File: src/rtl/axilite_if.sv
// AXI4-Lite bus bundle: AW, W, B, AR and R channels with master/slave views.
interface axilite_if #(
  parameter int ADDR_WIDTH   = 32,
  parameter int DATA_WIDTH   = 32,
  parameter int STROBE_WIDTH = DATA_WIDTH / 8
);
  logic [ADDR_WIDTH-1:0]   awaddr;
  logic                    awvalid;
  logic                    awready;
  logic [DATA_WIDTH-1:0]   wdata;
  logic [STROBE_WIDTH-1:0] wstrb;
  logic                    wvalid;
  logic                    wready;
  logic [1:0]              bresp;
  logic                    bvalid;
  logic                    bready;
  logic [ADDR_WIDTH-1:0]   araddr;
  logic                    arvalid;
  logic                    arready;
  logic [DATA_WIDTH-1:0]   rdata;
  logic [1:0]              rresp;
  logic                    rvalid;
  logic                    rready;

  modport master (
    output awaddr, awvalid, wdata, wstrb, wvalid, bready, araddr, arvalid, rready,
    input  awready, wready, bresp, bvalid, arready, rdata, rresp, rvalid
  );

  modport slave (
    input  awaddr, awvalid, wdata, wstrb, wvalid, bready, araddr, arvalid, rready,
    output awready, wready, bresp, bvalid, arready, rdata, rresp, rvalid
  );
endinterface

File: src/rtl/axilite_reg_bank.sv
// Terminating AXI4-Lite slave holding NUM_REGS control registers.
// Independent write and read FSMs; one outstanding transaction per direction.
// Register contents are exported flat, with a one-cycle write pulse per register.
module axilite_reg_bank #(
  parameter int NUM_REGS   = 16,
  parameter int ADDR_WIDTH = 32,
  parameter int DATA_WIDTH = 32
) (
  input  logic                         clk,
  input  logic                         rst,
  axilite_if.slave                     s_axilite,
  output logic [NUM_REGS*DATA_WIDTH-1:0] regs_out,
  output logic [NUM_REGS-1:0]          wr_pulse
);
  localparam int STROBE_WIDTH = DATA_WIDTH / 8;
  localparam int LSB          = $clog2(STROBE_WIDTH);

  typedef enum logic [1:0] {
    W_IDLE    = 2'd0,
    W_HAVE_AW = 2'd1,
    W_HAVE_W  = 2'd2,
    W_RESP    = 2'd3
  } w_state_t;

  typedef enum logic {
    R_IDLE = 1'b0,
    R_RESP = 1'b1
  } r_state_t;

  w_state_t w_state_q, w_state_d;
  r_state_t r_state_q, r_state_d;

  logic [DATA_WIDTH-1:0]   regs_q [NUM_REGS];
  logic [NUM_REGS-1:0]     wr_pulse_q;
  logic [ADDR_WIDTH-1:0]   awaddr_q;
  logic [DATA_WIDTH-1:0]   wdata_q;
  logic [STROBE_WIDTH-1:0] wstrb_q;
  logic [1:0]              bresp_q, bresp_d;
  logic [DATA_WIDTH-1:0]   rdata_q, rdata_d;
  logic [1:0]              rresp_q, rresp_d;

  logic                    aw_hs_s, w_hs_s, ar_hs_s, commit_s;
  logic [ADDR_WIDTH-1:0]   w_addr_s, w_idx_s, r_idx_s;
  logic [DATA_WIDTH-1:0]   w_data_s, rd_val_s;
  logic [STROBE_WIDTH-1:0] w_strb_s;
  logic                    w_in_range_s, r_in_range_s;

  // Readies are gated by reset so nothing is accepted while the bank clears.
  assign s_axilite.awready = ((w_state_q == W_IDLE) || (w_state_q == W_HAVE_W)) && !rst;
  assign s_axilite.wready  = ((w_state_q == W_IDLE) || (w_state_q == W_HAVE_AW)) && !rst;
  assign s_axilite.arready = (r_state_q == R_IDLE) && !rst;
  assign s_axilite.bvalid  = (w_state_q == W_RESP);
  assign s_axilite.bresp   = bresp_q;
  assign s_axilite.rvalid  = (r_state_q == R_RESP);
  assign s_axilite.rdata   = rdata_q;
  assign s_axilite.rresp   = rresp_q;

  assign aw_hs_s = s_axilite.awvalid && s_axilite.awready;
  assign w_hs_s  = s_axilite.wvalid && s_axilite.wready;
  assign ar_hs_s = s_axilite.arvalid && s_axilite.arready;

  // A channel that arrived earlier is taken from its holding register.
  assign w_addr_s     = (w_state_q == W_HAVE_AW) ? awaddr_q : s_axilite.awaddr;
  assign w_data_s     = (w_state_q == W_HAVE_W) ? wdata_q : s_axilite.wdata;
  assign w_strb_s     = (w_state_q == W_HAVE_W) ? wstrb_q : s_axilite.wstrb;
  assign w_idx_s      = w_addr_s >> LSB;
  assign w_in_range_s = (w_idx_s < ADDR_WIDTH'(NUM_REGS));
  assign r_idx_s      = s_axilite.araddr >> LSB;
  assign r_in_range_s = (r_idx_s < ADDR_WIDTH'(NUM_REGS));

  for (genvar g = 0; g < NUM_REGS; g++) begin : g_out
    assign regs_out[g*DATA_WIDTH +: DATA_WIDTH] = regs_q[g];
  end
  assign wr_pulse = wr_pulse_q;

  // Write FSM next state, commit decision and response code.
  always_comb begin
    w_state_d = w_state_q;
    commit_s  = 1'b0;
    case (w_state_q)
      W_IDLE: begin
        if (aw_hs_s && w_hs_s) begin
          w_state_d = W_RESP;
          commit_s  = 1'b1;
        end else if (aw_hs_s) begin
          w_state_d = W_HAVE_AW;
        end else if (w_hs_s) begin
          w_state_d = W_HAVE_W;
        end else begin
          w_state_d = W_IDLE;
        end
      end
      W_HAVE_AW: begin
        if (w_hs_s) begin
          w_state_d = W_RESP;
          commit_s  = 1'b1;
        end else begin
          w_state_d = W_HAVE_AW;
        end
      end
      W_HAVE_W: begin
        if (aw_hs_s) begin
          w_state_d = W_RESP;
          commit_s  = 1'b1;
        end else begin
          w_state_d = W_HAVE_W;
        end
      end
      W_RESP: begin
        if (s_axilite.bready) begin
          w_state_d = W_IDLE;
        end else begin
          w_state_d = W_RESP;
        end
      end
      default: w_state_d = W_IDLE;
    endcase
    if (commit_s) begin
      bresp_d = w_in_range_s ? 2'b00 : 2'b10;
    end else begin
      bresp_d = bresp_q;
    end
  end

  // Read FSM next state; data and response are captured at the AR handshake.
  always_comb begin
    r_state_d = r_state_q;
    rd_val_s  = '0;
    for (int k = 0; k < NUM_REGS; k++) begin
      rd_val_s = (r_idx_s == ADDR_WIDTH'(k)) ? regs_q[k] : rd_val_s;
    end
    case (r_state_q)
      R_IDLE: begin
        if (ar_hs_s) begin
          r_state_d = R_RESP;
        end else begin
          r_state_d = R_IDLE;
        end
      end
      R_RESP: begin
        if (s_axilite.rready) begin
          r_state_d = R_IDLE;
        end else begin
          r_state_d = R_RESP;
        end
      end
      default: r_state_d = R_IDLE;
    endcase
    if (ar_hs_s) begin
      rdata_d = r_in_range_s ? rd_val_s : {DATA_WIDTH{1'b0}};
      rresp_d = r_in_range_s ? 2'b00 : 2'b10;
    end else begin
      rdata_d = rdata_q;
      rresp_d = rresp_q;
    end
  end

  // State, held channel payloads and response registers.
  always_ff @(posedge clk) begin
    if (rst) begin
      w_state_q <= W_IDLE;
      r_state_q <= R_IDLE;
      awaddr_q  <= '0;
      wdata_q   <= '0;
      wstrb_q   <= '0;
      bresp_q   <= 2'b00;
      rdata_q   <= '0;
      rresp_q   <= 2'b00;
    end else begin
      w_state_q <= w_state_d;
      r_state_q <= r_state_d;
      bresp_q   <= bresp_d;
      rdata_q   <= rdata_d;
      rresp_q   <= rresp_d;
      if (aw_hs_s) begin
        awaddr_q <= s_axilite.awaddr;
      end
      if (w_hs_s) begin
        wdata_q <= s_axilite.wdata;
        wstrb_q <= s_axilite.wstrb;
      end
    end
  end

  // Register array: byte-strobed update and single-cycle write pulse on commit.
  always_ff @(posedge clk) begin
    if (rst) begin
      wr_pulse_q <= '0;
      for (int k = 0; k < NUM_REGS; k++) begin
        regs_q[k] <= '0;
      end
    end else begin
      wr_pulse_q <= '0;
      if (commit_s && w_in_range_s) begin
        for (int k = 0; k < NUM_REGS; k++) begin
          if (w_idx_s == ADDR_WIDTH'(k)) begin
            wr_pulse_q[k] <= 1'b1;
            for (int b = 0; b < STROBE_WIDTH; b++) begin
              if (w_strb_s[b]) begin
                regs_q[k][b*8 +: 8] <= w_data_s[b*8 +: 8];
              end
            end
          end
        end
      end
    end
  end
endmodule

File: src/flat_wrapper.sv
// flat-port wrapper written by rule: the top's interface ports become plain ports
module axilite_reg_bank_flat 
#(
  parameter int NUM_REGS   = 16,
  parameter int ADDR_WIDTH = 32,
  parameter int DATA_WIDTH = 32
)
  (clk, rst, regs_out, wr_pulse, s_axilite_awaddr, s_axilite_awvalid, s_axilite_wdata, s_axilite_wstrb, s_axilite_wvalid, s_axilite_bready, s_axilite_araddr, s_axilite_arvalid, s_axilite_rready, s_axilite_awready, s_axilite_wready, s_axilite_bresp, s_axilite_bvalid, s_axilite_arready, s_axilite_rdata, s_axilite_rresp, s_axilite_rvalid);
  axilite_if #(.ADDR_WIDTH(ADDR_WIDTH), .DATA_WIDTH(DATA_WIDTH)) s_axilite_i ();
  input  logic clk;
  input  logic rst;
  output logic [NUM_REGS*DATA_WIDTH-1:0] regs_out;
  output logic [NUM_REGS-1:0] wr_pulse;
  input wire logic [$bits(s_axilite_i.awaddr)-1:0] s_axilite_awaddr;
  input wire logic [$bits(s_axilite_i.awvalid)-1:0] s_axilite_awvalid;
  input wire logic [$bits(s_axilite_i.wdata)-1:0] s_axilite_wdata;
  input wire logic [$bits(s_axilite_i.wstrb)-1:0] s_axilite_wstrb;
  input wire logic [$bits(s_axilite_i.wvalid)-1:0] s_axilite_wvalid;
  input wire logic [$bits(s_axilite_i.bready)-1:0] s_axilite_bready;
  input wire logic [$bits(s_axilite_i.araddr)-1:0] s_axilite_araddr;
  input wire logic [$bits(s_axilite_i.arvalid)-1:0] s_axilite_arvalid;
  input wire logic [$bits(s_axilite_i.rready)-1:0] s_axilite_rready;
  output wire logic [$bits(s_axilite_i.awready)-1:0] s_axilite_awready;
  output wire logic [$bits(s_axilite_i.wready)-1:0] s_axilite_wready;
  output wire logic [$bits(s_axilite_i.bresp)-1:0] s_axilite_bresp;
  output wire logic [$bits(s_axilite_i.bvalid)-1:0] s_axilite_bvalid;
  output wire logic [$bits(s_axilite_i.arready)-1:0] s_axilite_arready;
  output wire logic [$bits(s_axilite_i.rdata)-1:0] s_axilite_rdata;
  output wire logic [$bits(s_axilite_i.rresp)-1:0] s_axilite_rresp;
  output wire logic [$bits(s_axilite_i.rvalid)-1:0] s_axilite_rvalid;
  assign s_axilite_i.awaddr = s_axilite_awaddr;
  assign s_axilite_i.awvalid = s_axilite_awvalid;
  assign s_axilite_i.wdata = s_axilite_wdata;
  assign s_axilite_i.wstrb = s_axilite_wstrb;
  assign s_axilite_i.wvalid = s_axilite_wvalid;
  assign s_axilite_i.bready = s_axilite_bready;
  assign s_axilite_i.araddr = s_axilite_araddr;
  assign s_axilite_i.arvalid = s_axilite_arvalid;
  assign s_axilite_i.rready = s_axilite_rready;
  assign s_axilite_awready = s_axilite_i.awready;
  assign s_axilite_wready = s_axilite_i.wready;
  assign s_axilite_bresp = s_axilite_i.bresp;
  assign s_axilite_bvalid = s_axilite_i.bvalid;
  assign s_axilite_arready = s_axilite_i.arready;
  assign s_axilite_rdata = s_axilite_i.rdata;
  assign s_axilite_rresp = s_axilite_i.rresp;
  assign s_axilite_rvalid = s_axilite_i.rvalid;
  axilite_reg_bank #(.NUM_REGS(NUM_REGS), .ADDR_WIDTH(ADDR_WIDTH), .DATA_WIDTH(DATA_WIDTH)) u_core (.clk(clk), .rst(rst), .s_axilite(s_axilite_i), .regs_out(regs_out), .wr_pulse(wr_pulse));
endmodule
File: config.mk
export PLATFORM = sky130hd
export DESIGN_NAME = axilite_reg_bank_flat
export DESIGN_NICKNAME = d
export VERILOG_FILES = /design/src/rtl/axilite_if.sv /design/src/rtl/axilite_reg_bank.sv /design/src/flat_wrapper.sv
export SDC_FILE = /design/constraint.sdc
export NUM_CORES = 1
export LEC_CHECK = 0
export ABC_AREA = 1
export CAP_MARGIN = 25
export CELL_PAD_IN_SITES_DETAIL_PLACEMENT = 2
export CELL_PAD_IN_SITES_GLOBAL_PLACEMENT = 2
export CORE_ASPECT_RATIO = 2
export CORE_MARGIN = 3
export CORE_UTILIZATION = 30
export DETAILED_ROUTE_END_ITERATION = 8
export HOLD_SLACK_MARGIN = 0.12
export PLACE_DENSITY_LB_ADDON = 0.1
export SKIP_CTS_REPAIR_TIMING = 1
export SLEW_MARGIN = 5
export SYNTH_ARGS = -nofsm -noshare
export SYNTH_HDL_FRONTEND = slang
export SYNTH_SLANG_ARGS = --single-unit
File: constraint.sdc
create_clock -name clk -period 3.35 [get_ports clk]
set_input_delay 0.67 -clock clk [delete_from_list [all_inputs] [get_ports clk]]
set_output_delay 0.67 -clock clk [all_outputs]
set_load 0.02 [all_outputs]
# After elaboration in Yosys (flattened, before gate mapping)
# Memory sizes are Yosys's and may differ from the RTL's.
# Cells that the tools add are included.
# totals
wordCells	504
input_bits	107
ramBits	512
reg_bits	123
mem_count	1
# op_classes
reduce_logical	15
order_cmp	2
mux	378
n_eq_ne	33
bitwise_logic	66
# memory_table
name	words	width	rd	rd_ports_with_merged_regs	write_ports	line	source
u_core.regs_q	16	32	16	0	16	axilite_reg_bank.sv:33	logic [DATA_WIDTH-1:0] regs_q [NUM_REGS];
# op_table
cell	count
$mux 32	19
$mux 8	64
$eq 30x4->1 const B	16
$mux 1	284
$eq 30x3->1 const B	8
$eq 30x2->1 const B	4
$logic_not 32->1	2
$or 1x1->1	64
$eq 30x1->1 const B	2
$lt 30x5->1 const B	2
$mux 2	7
$logic_and 1x1->1	8
$pmux 2 s4	1
$eq 2x2->1 const B	2
$mux 4	1
$pmux 1 s3	1
$eq 2x1->1 const B	1
$logic_not 2->1	1
$logic_or 1x1->1	2
$not 1->1	2
$pmux 1 s2	1
$reduce_or 2->1	1
$logic_not 1->1	1

# Depth between registers and ports, before layout
# Gate-level depths: netlist (run 1).
# logic_depth
ltp_word	18
ltp_mapped	21
depth_no_buf	21

# Worst setup path before layout (run 1)
# Ideal clock, no wire load.
# synth_path
path_kind	input -> register
from	input port rst
to	memory u_core.regs_q[11][4] (netlist: u_core.regs_q[1][100]) (enable)
t_required_ps	2966
t_arrival_ps	2900
slack_ps	66
stages	11
n_path_buf	2
path_cell_list	clkbuf_1 > nor2_1 > nand2_1 > inv_1 > o22ai_1 > nor4_2 > inv_1 > buf_6 > nor2_4 > inv_1 > o21ai_0
# synth_lines
element	line	source
start: declaration	flat_wrapper.sv:11	input logic rst;
end: declaration	axilite_reg_bank.sv:33	

==> run summary, run 1 <==
status - finished, final reports clean
synth unique cells - 39
Die ar. - 94730 um^2
TritonRoute pass-1 iters - 5
Crit path largest cell delay - 0.40 ns
Ys Warns - 0
I/O pins - 676
delay-heaviest family, CP - buffers and inverters
Placed Instance Area - 38090 um^2
Root Buffer - clkbuf_16
largest net degree at the start of global routing - 73
Psw - 0.004709 W
Design Area, Final - 40110 um^2
Worst Hold Class - reg -> reg
Internal - 0.01371 W
Detailed Route WL - 131400 um
# rows - 155
post-synthesis async set-or-reset flop share - 0%
Yosys reg bits - 631
Final nets - 3867
Final Cycle Share - 93.50%
GPL Wtd Cong - 0.8731
Buf/Inv on CP - 7
FF-to-FF Start - u_core.w_state_q[0]$_SDFF_PP0_
max-cap violation count - 0
Peak supply drop - 0.0004401 V
Achievable Freq - 319.3 MHz
CP Capture Type - flop
first-pass GRT wire length - 188100 um
RSZ-0062 raised after global routing - false
clk sinks - 631
HPWL Detailed - 107400 um
critical path's slowest cell - dfxtp_2
buffer depth of the longest clock path - 3
htree depth - 2
DRT antenna net count - 0
Syn Area/Cell - 9.618 um^2
Clock Skews - 0.03673 ns
crit-path most repeated cell - buf_4
hold_sp - u_core.s_axilite.bresp[1]$_SDFFE_PP0P_
WS Path Type - reg -> reg
Gate power share - 11.9%
CP Data Arrival Time - 3.48 ns
Routed WL per cell - 26.38 um
Worst Path Required - 3.70 ns
TNS Setup - 0 ns
die width - 219.1 um
DRT iter0 DRCs - 1076
worst-path cell chain - inv_2 -> nor2_8 -> inv_2 -> o41ai_2 -> nand2_1 -> nor4_2 -> inv_1 -> buf_4 -> nor2_1 -> buf_4 -> inv_1 -> o21ai_0 -> buf_4
CP Max Fanout - 8
worst skew pair latency - 0.65 ns
clk slew on worst S/H paths - 0.07 ns
layout cell share with drive strength beyond 1 - 12.28%
commonest cells after routing, fill and taps aside - 668 x clkdlybuf4s50_1, 642 x nor2_1, 637 x nand2_1
pwr dens - 459.2 nW/um^2
number of port buffers - 669
cts bufs inserted - 58
number of remaining DRC errors - 0
ANT cells - 0
post-synthesis sequential area ratio - 65.15%
vias in the first global route - 27420
via total after detailed routing - 24540
ys flop type - edfxtp_1
switch share - 25.56%
startpoint types - flop
total grt overflow - 0
core box area - 89600 um^2
P_leak - 15.84 nW
overall routing resource usage - 27.17%
Hold Fails Final Rpt - 0
most common cell after layout, fill and taps aside - clkdlybuf4s50_1
Syn Std Cell Area - 27260 um^2
Initial Utilization - 30.42%
Area Overhead vs Synth - 47.17%
minimum clock period - 3.132 ns
DR vias/cell - 4.927
Clock Power Share - 38.5%
post-synthesis cell count - 2834
Flop pwr share - 49.6%
die height - 432.3 um
Critical path origin - u_core.w_state_q[0]$_SDFF_PP0_
worst rel slew slack - 42.73%
final setup vio count - 0
Max Transition Viols Final - 0
CTS tree - yes
Post-synth EDFFs - 512
initial antenna violation count - 1
pin slew with the least headroom to its limit - 0.8525 ns
==> registers in the layout (all words and copies together), names as in the netlist <==
register                 flops
u_core.s_axilite.rvalid      1
u_core.regs_q              512
u_core.wdata_q              32
u_core.s_axilite.bresp       1
u_core.wr_pulse             16
u_core.w_state_q             2
u_core.s_axilite.rdata      32
u_core.s_axilite.rresp       1
u_core.awaddr_q             30
u_core.wstrb_q               4
==> cell usage after synthesis (all sizes together), types with 5 or more instances <==
cell type	instances	share of area, %
o21bai	5	0.14
nand3b	6	0.17
mux2i	5	0.18
clkbuf	76	1.0
nor2	656	9.3
o21ai	154	2.8
buf	26	0.70
dfxtp	119	8.7
inv	258	3.6
or2	7	0.16
nand3	68	1.3
nand4	92	2.1
nor4	7	0.18
nand2	678	10
clkinv	38	0.52
a21oi	53	0.97
edfxtp	512	56
nor3	67	1.3
==> power by group through the flow <==
stage	sequential [W]	combinational, W	clock [W]
after floorplan	0.00960	0.000452	0
after global placement	0.00928	0.00214	0
after detailed placement	0.00931	0.00220	0
after CTS	0.00914	0.00221	0.00728
after global routing	0.00917	0.00232	0.00751
final	0.00914	0.00220	0.00709
==> layer usage <==
metal / GRT usage (%) / share of wire [%]
met1: 30.27 / 38
met2: 49.94 / 52
met3: 7.549 / 7.4
met4: 7.976 / 3.0
met5: 0 / 0.0091
==> cell families after synthesis <==
group | count (synthesis) | synth area share [%]
buffers and inverters | 398 | 5.825
AND/OR/NAND/NOR | 1582 | 24.72
flip-flops | 631 | 65.15
other | 1 | 0.01376
AO/OA/AOI/OAI | 217 | 4.113
multiplexers | 5 | 0.1836
==> worst register-to-register path: cells and delay by family (launching register included) <==
family	cells	cell delay, ns
AND/OR/NAND/NOR	4	0.94
AO/OA/AOI/OAI	2	0.49
buffers and inverters	7	1.01
flip-flops	1	0.40
==> stage by stage <==
stage / util, % / worst slack, ns / power [W] / hold WS (ns) / instances
floorplan: - / 0.06584 / 0.01005 / 0.4290 / 2835
global placement: 42.51 / -0.3462 / 0.01143 / 0.4399 / 4870
detailed placement: 42.51 / -0.3591 / 0.01150 / 0.4465 / 4870
CTS: 44.69 / -0.1591 / 0.01863 / 0.4568 / 4974
global route: 44.77 / 0.04973 / 0.01901 / 0.4781 / 4981
finish: 44.77 / 0.2178 / 0.01842 / 0.4535 / 4981
==> area by class of cell <==
cell class | instances | area, um^2
clock buffers | 66 | 1543
clock inverters | 38 | 411.6
fillers | 9585 | 49490
inverters | 296 | 1114
multi-input cells | 1806 | 7969
flip-flops and latches | 631 | 17760
well taps | 1177 | 1473
repair buffers | 967 | 9844
==> final timing paths <==
kind                                            end  slack [ns]  cells past startpoint
min reg2reg  u_core.s_axilite.bresp[1]$_SDFFE_PP0P_        0.45                      2
max                  u_core.regs_q[1][95]$_DFFE_PP_        0.22                     13
max reg2reg          u_core.regs_q[1][95]$_DFFE_PP_        0.22                     13
min          u_core.s_axilite.bresp[1]$_SDFFE_PP0P_        0.45                      2
(Power assumes the default switching activity.)
==> run 2: changes to the inputs <==
- SLEW_MARGIN: 5 -> default
==> run 2 against run 1 <==
Routed wire length is essentially flat. Clock power about the same. Global-route usage did not move. Clock skew decreased by 0.00094 ns. First-iteration DRC count fell by 5.4%. Critical path depth is the same. Sequential share of layout area is essentially flat. Worst setup slack improved by 0.032 ns. Highest routed layer unchanged.
==> run summary, run 2 (synthesis gave the netlist of run 1 again) <==
worst skew pair latency - 0.65 ns (about the same)
vias in the first global route - 27420 (unchanged)
layout cell share with drive strength beyond 1 - 12.28% (unchanged)
Area Overhead vs Synth - 47.20% (about the same)
cts bufs inserted - 58 (unchanged)
number of remaining DRC errors - 0 (unchanged)
FF-to-FF Start - u_core.w_state_q[0]$_SDFF_PP0_
Routed WL per cell - 26.38 um (about the same)
HPWL Detailed - 107400 um (unchanged)
Achievable Freq - 322.6 MHz (+1.0%)
core box area - 89600 um^2 (unchanged)
htree depth - 2 (unchanged)
I/O pins - 676 (unchanged)
worst rel slew slack - 42.79% (+0.063 points)
Design Area, Final - 40120 um^2 (about the same)
Final Cycle Share - 92.54% (-0.96 points)
max reg flops - 512 (unchanged)
status - finished, final reports clean
CP Data Arrival Time - 3.45 ns (-0.03 ns)
Worst Path Required - 3.70 ns (about the same)
CTS tree - yes
clk sinks - 631 (unchanged)
minimum clock period - 3.100 ns (-0.03221 ns)
RSZ-0062 raised after global routing - false
die width - 219.1 um (unchanged)
r2r endpoint - u_core.regs_q[1][95]$_DFFE_PP_
max-cap violation count - 0 (unchanged)
P_leak - 15.84 nW (about the same)
startpoint types - flop
Detailed Route WL - 131400 um (about the same)
Initial Utilization - 30.42% (unchanged)
Register-to-Register Path Depth - 13 (unchanged)
ANT cells - 0 (unchanged)
initial antenna violation count - 1 (unchanged)
DRT antenna net count - 0 (unchanged)
final setup vio count - 0 (unchanged)
largest net degree at the start of global routing - 73 (unchanged)
Die ar. - 94730 um^2 (unchanged)
Root Buffer - clkbuf_16
first-pass GRT wire length - 188100 um (unchanged)
Max Transition Viols Final - 0 (unchanged)
number of port buffers - 669 (unchanged)
# rows - 155 (unchanged)
TritonRoute pass-1 iters - 5 (unchanged)
Clock Skews - 0.03579 ns (-0.0009389 ns)
WS Path Type - reg -> reg
DR vias/cell - 4.915 (-0.25%)
overall routing resource usage - 27.17% (unchanged)
pwr dens - 459.5 nW/um^2 (about the same)
GPL Wtd Cong - 0.8731 (unchanged)
die height - 432.3 um (unchanged)
Final Core Density - 44.78% (about the same)
buffer depth of the longest clock path - 3 (unchanged)
via total after detailed routing - 24480 (-0.25%)
Power Total - 0.01843 W (about the same)
CP Max Fanout - 8 (unchanged)
commonest cells after routing, fill and taps aside - 668 x clkdlybuf4s50_1, 642 x nor2_1, 637 x nand2_1
end of the critical path - u_core.regs_q[1][95]$_DFFE_PP_
pin slew with the least headroom to its limit - 0.8516 ns (-0.0009343 ns)
Peak supply drop - 0.0004395 V (-0.14%)
Top reg by flops - u_core.regs_q
CP Capture Type - flop
Hold Fails Final Rpt - 0 (unchanged)
Worst Hold Class - reg -> reg
Placed Instance Area - 38090 um^2 (unchanged)
R2R setup slack - 0.25 ns (+0.03 ns)
total grt overflow - 0 (unchanged)
clk slew on worst S/H paths - 0.07 ns (about the same)
DRT iter0 DRCs - 1018 (-5.4%)
Final nets - 3867 (unchanged)
Critical path origin - u_core.w_state_q[0]$_SDFF_PP0_
most common cell after layout, fill and taps aside - clkdlybuf4s50_1
run 2: cell types whose count changed in the layout (fill, tap and decap cells not counted), sizes merged:
cell / change
clkbuf: +3
buf: -3
run 2: critical path: stages (launching register included):
cell and delay, ns:
dfxtp_2 0.40, inv_2 0.09, nor2_8 0.17, inv_2 0.14, o41ai_2 0.29, nand2_1 0.19
nor4_2 0.34, inv_1 0.07, buf_4 0.19, nor2_1 0.21, buf_4 0.18, inv_1 0.10
o21ai_0 0.20, buf_4 0.22
run 2: report_power, final:
group	switching (W)	internal (W)
registers	0.000267	0.00887
clock network	0.00312	0.00397
logic	0.00133	0.000868
run 2: worst min-delay path by stage:
stage | slack [ns] | to | cells past startpoint | startpoint
after floorplan | 0.43 | u_core.awaddr_q[18]$_SDFFE_PP0P_ | 2 | u_core.awaddr_q[18]$_SDFFE_PP0P_
after global placement | 0.44 | u_core.awaddr_q[21]$_SDFFE_PP0P_ | 2 | u_core.awaddr_q[21]$_SDFFE_PP0P_
after detailed placement | 0.45 | u_core.s_axilite.bresp[1]$_SDFFE_PP0P_ | 2 | u_core.s_axilite.bresp[1]$_SDFFE_PP0P_
after CTS | 0.46 | u_core.s_axilite.bresp[1]$_SDFFE_PP0P_ | 2 | u_core.s_axilite.bresp[1]$_SDFFE_PP0P_
after global routing | 0.48 | u_core.s_axilite.bresp[1]$_SDFFE_PP0P_ | 2 | u_core.s_axilite.bresp[1]$_SDFFE_PP0P_
final | 0.45 | u_core.s_axilite.bresp[1]$_SDFFE_PP0P_ | 2 | u_core.s_axilite.bresp[1]$_SDFFE_PP0P_
run 2: routing by layer:
layer | global-route usage, % | wire [um] | up-vias
met2 | 49.94 | 68250 | 765
li1 | - | - | 11120
met5 | 0 | 13 | -
met1 | 30.27 | 49330 | 12430
met4 | 7.976 | 3979 | 2
met3 | 7.549 | 9820 | 163
run 2: area by class of cell:
cell class / count / area [um^2]
Sequential cell: 631 / 17760
Inverter: 296 / 1114
Fill cell: 9585 / 49480
Clock buffer: 66 / 1543
Clock inverter: 38 / 411.6
Timing Repair Buffer: 967 / 9852
Tap cell: 1177 / 1473
Multi-Input combinational cell: 1806 / 7969
run 2: stage by stage:
| stage | setup WS (ns) | hold WS, ns | instances | setup TNS [ns] |
|---|---|---|---|---|
| floorplan | 0.06584 | 0.4290 | 2835 | 0 |
| global placement | -0.3462 | 0.4399 | 4870 | -89.98 |
| detailed placement | -0.3591 | 0.4465 | 4870 | -118.12 |
| CTS | -0.1591 | 0.4568 | 4974 | -2.616 |
| global route | 0.04973 | 0.4781 | 4981 | 0 |
| finish | 0.2500 | 0.4543 | 4981 | 0 |
==> run 3: changes to the inputs <==
- CORE_ASPECT_RATIO: 2 -> 1.4
==> run 3 against run 2 <==
Die area down 0.18%. Fmax down 4.9%. Critical path depth down 6. Largest power group unchanged. Clock skew down 0.0085 ns. Combinational power about the same. Highest routed layer unchanged. Global-route usage up 0.96 points. Design area up 0.55%. Worst setup slack worse by 0.16 ns. Hold slack better by 0.0030 ns. Core utilization up 0.070 points. Non-clock buffer count up 20. Final cell count up 1.0%.
==> run summary, run 3 (synthesis gave the netlist of run 1 again) <==
Detailed Route WL - 135900 um (+3.4%)
CTS tree - yes
pwr dens - 463.7 nW/um^2 (+0.92%)
Final Cycle Share - 97.28% (+4.7 points)
initial antenna violation count - 3 (+2)
CP Capture Type - flop
Hold Path Cell Cnt - 2 (unchanged)
Register-to-Register Path Depth - 7 (-6)
TNS Setup - 0 ns (unchanged)
# rows - 130 (-16%)
Max Transition Viols Final - 0 (unchanged)
clk slew on worst S/H paths - 0.06 ns (about the same)
most common cell after layout, fill and taps aside - clkdlybuf4s50_1
number of remaining DRC errors - 0 (unchanged)
overall routing resource usage - 28.13% (+0.96 points)
final non-filler cell total - 5032 (+1.0%)
number of port buffers - 669 (unchanged)
Worst Path Required - 3.81 ns (+0.11 ns)
clk sinks - 631 (unchanged)
Placed Instance Area - 38080 um^2 (about the same)
DRT iter0 DRCs - 1646 (+62%)
CP Data Arrival Time - 3.72 ns (+0.27 ns)
P_leak - 15.96 nW (+0.75%)
Root Buffer - clkbuf_16
GPL Wtd Cong - 0.8917 (+2.1%)
busiest grt layer - met2
die height - 362.6 um (-16%)
grt met2 use - 50.03% (+0.090 points)
I/O pins - 676 (unchanged)
DR vias/cell - 4.965 (+1.0%)
Die ar. - 94560 um^2 (-0.18%)
Final nets - 3897 (+0.78%)
startpoint types - flop
WS Path Type - reg -> reg
Area Overhead vs Synth - 48.00%
buffer depth of the longest clock path - 3 (unchanged)
TritonRoute pass-1 iters - 5 (unchanged)
vias in the first global route - 27510 (+0.35%)
die width - 260.7 um (+19%)
worst rel slew slack - 27.77% (-15 points)
htree depth - 3 (+1)
total grt overflow - 0 (unchanged)
max reg flops - 512 (unchanged)
Hold Fails Final Rpt - 0 (unchanged)
core box area - 89950 um^2 (+0.39%)
Top reg by flops - u_core.regs_q
max-cap violation count - 0 (unchanged)
largest net degree at the start of global routing - 73 (unchanged)
status - finished, final reports clean
commonest cells after routing, fill and taps aside - 668 x clkdlybuf4s50_1, 638 x nor2_1, 632 x nand2_1
worst skew pair latency - 0.62 ns (-0.03 ns)
Setup WS pre-CTS - -0.5949 ns (-0.2358 ns)
pin slew with the least headroom to its limit - 1.075 ns (+0.2237 ns)
Achievable Freq - 306.8 MHz (-4.9%)
met3 usage - 6.801% (-0.75 points)
via total after detailed routing - 24990 (+2.1%)
minimum clock period - 3.259 ns (+0.1590 ns)
Worst Hold Class - reg -> reg
cts bufs inserted - 68 (+17%)
Final Core Density - 44.85% (+0.070 points)
Routed WL per cell - 27.00 um (+2.3%)
first-pass GRT wire length - 192500 um (+2.4%)
Peak supply drop - 0.0003471 V (-21%)
final setup vio count - 0 (unchanged)
HPWL Detailed - 109100 um (+1.6%)
Final WS setup - 0.09103 ns (-0.1590 ns)
Initial Utilization - 30.30% (-0.12 points)
CP Max Fanout - 13 (+5)
Inst Count DP - 4893 (+0.47%)
Design Area, Final - 40340 um^2 (+0.55%)
layout cell share with drive strength beyond 1 - 13.20% (+0.92 points)
Clock Skews - 0.02733 ns (-0.008465 ns)
DRT antenna net count - 0 (unchanged)
GRT met1 Usage - 32.84% (+2.6 points)
==> run 3: cell count changes in the layout (fill, tap and decap cells not counted), moves of 4 or more <==
cell,delta
buf_2,+7
clkbuf_16,+12
o21ai_0,-6
nand2_2,+5
buf_4,+18
clkinv_1,-9
nand2_1,-5
bufinv_16,-8
o21ai_1,+5
nor2_1,-4
clkbuf_1,+17
buf_12,-8
==> run 3: power breakdown <==
group	internal, W	leakage [nW]	switching [W]	total (W)
clock	0.00404	1.01	0.00329	0.00733
sequential	0.00888	6.27	0.000295	0.00917
combinational	0.000865	8.68	0.00134	0.00220
total	0.0138	16.0	0.00492	0.0187
==> run 3: area by class of cell <==
cell class	instances	area (um^2)
multi-input cells	1806	7994
repair buffers	987	9891
clock inverters	29	212.7
diodes	2	5.005
flip-flops and latches	631	17760
well taps	1188	1486
clock buffers	93	1879
inverters	296	1114
fillers	9477	49610
==> run 3: per-layer routing <==
layer	share of wire [%]	wire, um	up-vias
li1	-	-	11200
met1	39	52530	12760
met2	51	68610	825
met3	7.1	9587	196
met4	3.8	5111	2
met5	0.0096	13	-
==> run 3: per-stage QoR <==
stage                     hold WS, ns  power, W
after floorplan                0.4290   0.01005
after global placement         0.4403   0.01143
after detailed placement       0.4523   0.01151
after CTS                      0.4621   0.01884
after global routing           0.4880   0.01930
final                          0.4574   0.01871
==> run 3: final timing paths <==
kind	start	end	slack [ns]
max reg2reg	u_core.w_state_q[1]$_SDFF_PP0_	u_core.regs_q[0][70]$_SDFFCE_PN0P_	0.09
max	u_core.w_state_q[1]$_SDFF_PP0_	u_core.regs_q[0][70]$_SDFFCE_PN0P_	0.09
min reg2reg	u_core.awaddr_q[14]$_SDFFE_PP0P_	u_core.awaddr_q[14]$_SDFFE_PP0P_	0.46
min	u_core.awaddr_q[14]$_SDFFE_PP0P_	u_core.awaddr_q[14]$_SDFFE_PP0P_	0.46
==> run 3: worst max-delay path: stages (launching register included) <==
cell and delay, ns:
dfxtp_1 0.56, inv_1 0.17, nor2_4 0.39, buf_4 0.22, nor2_1 0.04, nor3_1 0.83
clkinv_1 0.63, nor2_1 0.25
